### config.mk
export PLATFORM = sky130hd
export DESIGN_NAME = lfsr_rand_gen
export DESIGN_NICKNAME = d
export VERILOG_FILES = /design/src/rtl/lfsr_rand_pkg.sv /design/src/rtl/lfsr_rand_chan.sv /design/src/rtl/lfsr_rand_gen.sv
export SDC_FILE = /design/constraint.sdc
export NUM_CORES = 1
export LEC_CHECK = 0
export ABC_AREA = 1
export CORE_ASPECT_RATIO = 1.5
export CORE_MARGIN = 1
export CORE_UTILIZATION = 53
export CTS_BUF_LIST = sky130_fd_sc_hd__clkbuf_8
export DETAILED_ROUTE_END_ITERATION = 6
export PLACE_DENSITY = 0.84
export SYNTH_ARGS = -nofsm -noshare
export SYNTH_HDL_FRONTEND = slang
export SYNTH_SLANG_ARGS = --single-unit
### constraint.sdc
create_clock -name clk -period 2.15 [get_ports clk]
set_input_delay 0.43 -clock clk [delete_from_list [all_inputs] [get_ports clk]]
set_output_delay 0.43 -clock clk [all_outputs]
set_load 0.05 [all_outputs]
### src/rtl/lfsr_rand_pkg.sv
// Shared definitions for the multi-channel LFSR noise source: FSM encoding,
// default Fibonacci tap masks, the recovery seed and a bit-reverse helper.
package lfsr_rand_pkg;

  typedef enum logic [1:0] {
    IDLE  = 2'd0,
    RUN   = 2'd1,
    PAUSE = 2'd2
  } state_t;

  localparam logic [23:0] TAP_M0   = 24'hC20001;
  localparam logic [23:0] TAP_M1   = 24'hC00081;
  localparam logic [23:0] TAP_M2   = 24'hB00001;
  localparam logic [23:0] TAP_M3   = 24'hA00801;
  localparam logic [23:0] DEF_SEED = 24'h000001;

  // Widest output slice bit_rev can handle; callers zero-extend into it.
  localparam int BR_MAX_W = 64;

  // Reverses the low n bits of v (bit 0 <-> bit n-1); upper result bits are 0.
  function automatic logic [BR_MAX_W-1:0] bit_rev(input logic [BR_MAX_W-1:0] v,
                                                  input int n);
    logic [BR_MAX_W-1:0] r;
    r = '0;
    for (int i = 0; i < BR_MAX_W; i++) begin
      if (i < n) r[n-1-i] = v[i];
    end
    return r;
  endfunction

endpackage

### src/rtl/lfsr_rand_chan.sv
// One LFSR channel: W-bit Fibonacci shift register with seed load, step,
// tap-set selection and an optionally bit-reversed output slice.
module lfsr_rand_chan
  import lfsr_rand_pkg::*;
#(
  parameter int             W     = 24,
  parameter int             OUT_W = 11,
  parameter logic [W-1:0]   TAP0  = W'(TAP_M0),
  parameter logic [W-1:0]   TAP1  = W'(TAP_M1),
  parameter logic [W-1:0]   TAP2  = W'(TAP_M2),
  parameter logic [W-1:0]   TAP3  = W'(TAP_M3)
) (
  input  logic             clk,
  input  logic             rst,
  input  logic             i_load,
  input  logic             i_step,
  input  logic [W-1:0]     i_seed,
  input  logic [1:0]       i_mode,
  input  logic             i_rev,
  output logic [OUT_W-1:0] o_out
);

  logic [W-1:0] r_sr;
  logic [W-1:0] w_tap;
  logic [W-1:0] w_sr_next;
  logic         w_fb;

  always_comb begin
    w_tap = TAP0;
    case (i_mode)
      2'd0:    w_tap = TAP0;
      2'd1:    w_tap = TAP1;
      2'd2:    w_tap = TAP2;
      default: w_tap = TAP3;
    endcase
  end

  assign w_fb = ^(r_sr & w_tap);

  // A seed load always overrides a step issued in the same cycle.
  always_comb begin
    w_sr_next = r_sr;
    if (i_load) begin
      w_sr_next = i_seed;
    end else if (i_step) begin
      w_sr_next = {w_fb, r_sr[W-1:1]};
    end
  end

  always_ff @(posedge clk) begin
    if (!rst) begin
      r_sr <= '0;
    end else begin
      r_sr <= w_sr_next;
    end
  end

  assign o_out = i_rev ? OUT_W'(bit_rev(BR_MAX_W'(r_sr[OUT_W-1:0]), OUT_W))
                       : r_sr[OUT_W-1:0];

endmodule

### src/rtl/lfsr_rand_gen.sv
// Multi-channel LFSR noise/dither source with valid/ready output, pause control
// and word counter. Optional all-zero seed recovery: LFSR_LOCKUP_RECOVER_EN.
module lfsr_rand_gen
  import lfsr_rand_pkg::*;
#(
  parameter int           W        = 24,
  parameter int           OUT_W    = 11,
  parameter int           NCH      = 2,
  parameter logic [W-1:0] TAP0     = W'(TAP_M0),
  parameter logic [W-1:0] TAP1     = W'(TAP_M1),
  parameter logic [W-1:0] TAP2     = W'(TAP_M2),
  parameter logic [W-1:0] TAP3     = W'(TAP_M3),
  parameter int           CNT_W    = 16,
  parameter logic [W-1:0] DEF_SEED = W'(lfsr_rand_pkg::DEF_SEED)
) (
  input  logic                 clk,
  input  logic                 rst,
  input  logic                 en,
  input  logic                 seed_vld,
  output logic                 seed_rdy,
  input  logic [NCH*W-1:0]     seed,
  input  logic [1:0]           mode,
  input  logic                 rev,
  output logic                 out_vld,
  input  logic                 out_rdy,
  output logic [NCH*OUT_W-1:0] out,
  output logic [CNT_W-1:0]     cnt,
  output logic                 lock_err
);

  state_t           r_state;
  state_t           w_state_next;
  logic [1:0]       r_mode;
  logic             r_rev;
  logic [CNT_W-1:0] r_cnt;
  logic             w_seed_acc;
  logic             w_accept;
  logic             w_step;
  logic [NCH*W-1:0] w_seed_eff;

  genvar gi;

  assign seed_rdy   = rst;
  assign w_seed_acc = seed_vld & seed_rdy;
  assign out_vld    = (r_state == RUN);
  assign w_accept   = out_vld & out_rdy & en;
  // A coincident seed load consumes the current word without stepping.
  assign w_step     = w_accept & ~w_seed_acc;
  assign cnt        = r_cnt;

  always_comb begin
    w_state_next = r_state;
    if (w_seed_acc) begin
      w_state_next = en ? RUN : PAUSE;
    end else begin
      case (r_state)
        IDLE:    w_state_next = IDLE;
        RUN:     if (!en) w_state_next = PAUSE;
        PAUSE:   if (en) w_state_next = RUN;
        default: w_state_next = IDLE;
      endcase
    end
  end

  always_ff @(posedge clk) begin
    if (!rst) begin
      r_state <= IDLE;
      r_mode  <= 2'd0;
      r_rev   <= 1'b0;
      r_cnt   <= '0;
    end else begin
      r_state <= w_state_next;
      if (w_seed_acc) begin
        r_mode <= mode;
        r_rev  <= rev;
        r_cnt  <= '0;
      end else if (w_accept) begin
        r_cnt  <= r_cnt + 1'b1;
      end
    end
  end

`ifdef LFSR_LOCKUP_RECOVER_EN
  logic [NCH-1:0] w_zero;
  logic           r_lock_err;

  // An all-zero channel seed would lock that LFSR; substitute a per-channel seed.
  for (gi = 0; gi < NCH; gi++) begin : g_recover
    assign w_zero[gi] = (seed[gi*W +: W] == '0);
    assign w_seed_eff[gi*W +: W] = w_zero[gi] ? (DEF_SEED ^ W'(gi))
                                              : seed[gi*W +: W];
  end

  always_ff @(posedge clk) begin
    if (!rst) begin
      r_lock_err <= 1'b0;
    end else if (w_seed_acc && (|w_zero)) begin
      r_lock_err <= 1'b1;
    end
  end

  assign lock_err = r_lock_err;
`else
  assign w_seed_eff = seed;
  assign lock_err   = 1'b0;
`endif

  for (gi = 0; gi < NCH; gi++) begin : g_chan
    lfsr_rand_chan #(
      .W     (W),
      .OUT_W (OUT_W),
      .TAP0  (TAP0),
      .TAP1  (TAP1),
      .TAP2  (TAP2),
      .TAP3  (TAP3)
    ) u_chan (
      .clk    (clk),
      .rst    (rst),
      .i_load (w_seed_acc),
      .i_step (w_step),
      .i_seed (w_seed_eff[gi*W +: W]),
      .i_mode (r_mode),
      .i_rev  (r_rev),
      .o_out  (out[gi*OUT_W +: OUT_W])
    );
  end

endmodule

==> results_dict.tcl <==
set metrics [dict create \
    grt_max_degree 27 \
    rsz0062_at_grt "true" \
    leakagePower_nw 1.94 \
    initial_utilization_pct 54.5 \
    insertion_delay_ns 0.35 \
    clock_skew_ns 0.00844 \
    fp.dieArea_um2 7010 \
    grt_overflow 0 \
    vias_per_cell 5.65 \
    max_freq_mhz 492 \
    clk_pin_slew_ns 0.07 \
    cp_cell_sequence "clkdlybuf4s50_1" \
    tightestPinTransition_ns 0.540 \
    syn2layout_area_growth_pct 40.3 \
    synth_top_area_share_pct 39.1 \
    cts_made_buffers 9 \
    fillers 487 \
    rrSetupSlack_ns 0.61 \
    critical_path_class "reg2out" \
    vias 3932 \
    end_kind "output port" \
    cp.arrival_ns 1.60 \
    cts_resized 0 \
    ys_warn_count 0 \
    synthCells 522 \
    fin_cells 696 \
    final_hold_viol_count 0 \
    post-cts-setup-buffers 0 \
    relSlewSlack_pct 63.9 \
    grt_pass1_vias 3717 \
    drive_gt1_share_pct 11.0 \
    initialDrtViolationCount 363 \
    detail_route.wl_per_cell_um 14.7 \
    grt_pass1_wl_um 16300 \
    synth_cell_type_count 32 \
    synth_edf_count 0 \
    placed_area_um2 4790 \
    fin_crit_ns 2.03 \
    async_flop_share_pct 0 \
    final_common_cell "nand2_1" \
    netlist_area_um2 3540 \
    crit_family "buffers and inverters" \
    syn_area_per_cell_um2 6.78 \
    cp.required_ns 1.72 \
    power.total_mw 2.90 \
    p_per_area_nw_per_um2 584 \
    cts_tree "done" \
    finalNetCount 672 \
    synthesis.nets 579 \
    drc 0 \
    antenna_found_initial 0 \
    synth_area_leaders "dfxtp_1 (39%), nand2_1 (18%), nand3_1 (5.5%)" \
    fin_crit_sh_pct 94.5 \
    finalInstanceArea_um2 4960 \
    start_kind "flop" \
    drtPass1Iterations 6 \
    yosys.area.top_type "dfxtp_1" \
    synth_ff_type "dfxtp_1" \
    die_y_um 102 \
    vdd_ir_drop_max_mv 0.472 \
    root_buffer "clkbuf_8" \
    die_x_um 68.7 \
    row_count 36 \
    setup_viol 0 \
    cp_max_fo 5 \
    cts.sinks 69 \
    core_area_um2 6490 \
    maxCapViolations 0 \
    port_buffers 95 \
    h-tree-depth 3 \
    max_stage_delay_ns 0.84 \
    finalWeightedCongestion 0.880 \
    synth-seq-area-share_pct 39.1 \
    cp_num_buf_inv 1 \
    status "complete, no violations" \
    gr-usage-all-layers_pct 31.2 \
    hp-class "reg2reg" \
    totalWireLength_um 10200 \
    mostFrequentLayoutCells "nand2_1 (166), clkdlybuf4s50_1 (73), dfxtp_1 (69), inv_1 (53), nand3_1 (39)" \
    dp_cells 680 \
    pin_count 97 \
    tns_ns 0 \
    crit_slowest_cell "clkdlybuf4s50_1" \
    cts.path.max_buffers 2 \
    ys_ff_latch 69 \
    ant_nets 0 \
    antenna_cells 0 \
    dpl.hpwl_um 7450 \
    ctsHoldBuffers 0 \
    slew_viol_final 0 \
]
cells by family after synthesis:
kind of cell	synth area share, %
AND/OR/NAND/NOR	32.5
AO/OA/AOI/OAI	17.9
buffers and inverters	9.83
flip-flops	39.1
XOR/XNOR	0.248
adder cells (fa/ha/maj)	0.354
other	0.106
report_power, final:
| group | leakage [nW] | internal [mW] | switching [mW] | total (mW) |
|---|---|---|---|---|
| combinational | 1.27 | 0.275 | 0.325 | 0.600 |
| clock | 0.104 | 0.463 | 0.458 | 0.921 |
| sequential | 0.563 | 1.33 | 0.0445 | 1.38 |
layout make-up:
class / instances / area, um2 / share of cell area, %
clock buffer: 11 / 151 / 3.05
clock inverter: 5 / 20.0 / 0.403
inverter: 53 / 201 / 4.06
multi-input combinational: 369 / 1810 / 36.4
sequential: 69 / 1380 / 27.8
tap: 76 / 95.1 / 1.92
timing repair buffer: 113 / 1310 / 26.3
Yosys cell counts, types with 2 or more instances:
cell	n
nand2_1	166
dfxtp_1	69
inv_1	49
nand3_1	39
o21ai_0	36
a31oi_1	29
a21oi_1	24
nor2_1	23
clkbuf_1	15
buf_2	12
nand4_1	8
nor3_1	7
a22oi_1	6
a311oi_1	4
buf_4	4
nor2_4	4
a211oi_1	3
a221oi_1	3
inv_2	3
o21ai_1	3
nand2_2	2
nand3_2	2
nor2_8	2
worst reg2reg max path, cell delays in order (launching register included):
cell      delay (ns)
dfxtp_1         0.30
inv_1           0.05
nand2_1         0.13
nor2_8          0.18
buf_4           0.16
nor2_4          0.04
inv_1           0.28
nor2_1          0.09
a311oi_1        0.21
per-layer routing:
layer / GRT usage (%) / wire (um)
met4: 19.3 / 405
met3: 4.69 / 674
met2: 54.5 / 5400
met1: 34.3 / 3760
met5: 0 / 0
state kept, by name (all words and copies together), names as in the netlist:
| signal | count |
|---|---|
| r_state | 2 |
| cnt | 16 |
| r_mode | 2 |
| r_rev | 1 |
| g_chan.u_chan.r_sr | 48 |
final timing paths:
check,start,to,depth (start not counted)
hold / removal,g_chan[0].u_chan.r_sr[19],g_chan[0].u_chan.r_sr[18],2
setup reg to reg,r_state[1],g_chan[0].u_chan.r_sr[19],8
hold reg to reg,g_chan[0].u_chan.r_sr[19],g_chan[0].u_chan.r_sr[18],2
setup / recovery,cnt[8],cnt[8],1
per-stage QoR:
| stage | util [%] | worst slack [ns] | hold slack [ns] |
|---|---|---|---|
| 4_1_cts | 76.5 | 0.113 | 0.470 |
| 3_5_place_dp | 73.9 | 0.0570 | 0.462 |
| 6_report | 76.5 | 0.117 | 0.469 |
| 3_3_place_gp | 73.9 | 0.116 | 0.451 |
| 5_1_grt | 76.5 | -0.00790 | 0.502 |
| 2_1_floorplan | - | 0.0527 | 0.444 |
Power figures use the tool's default switching activity.
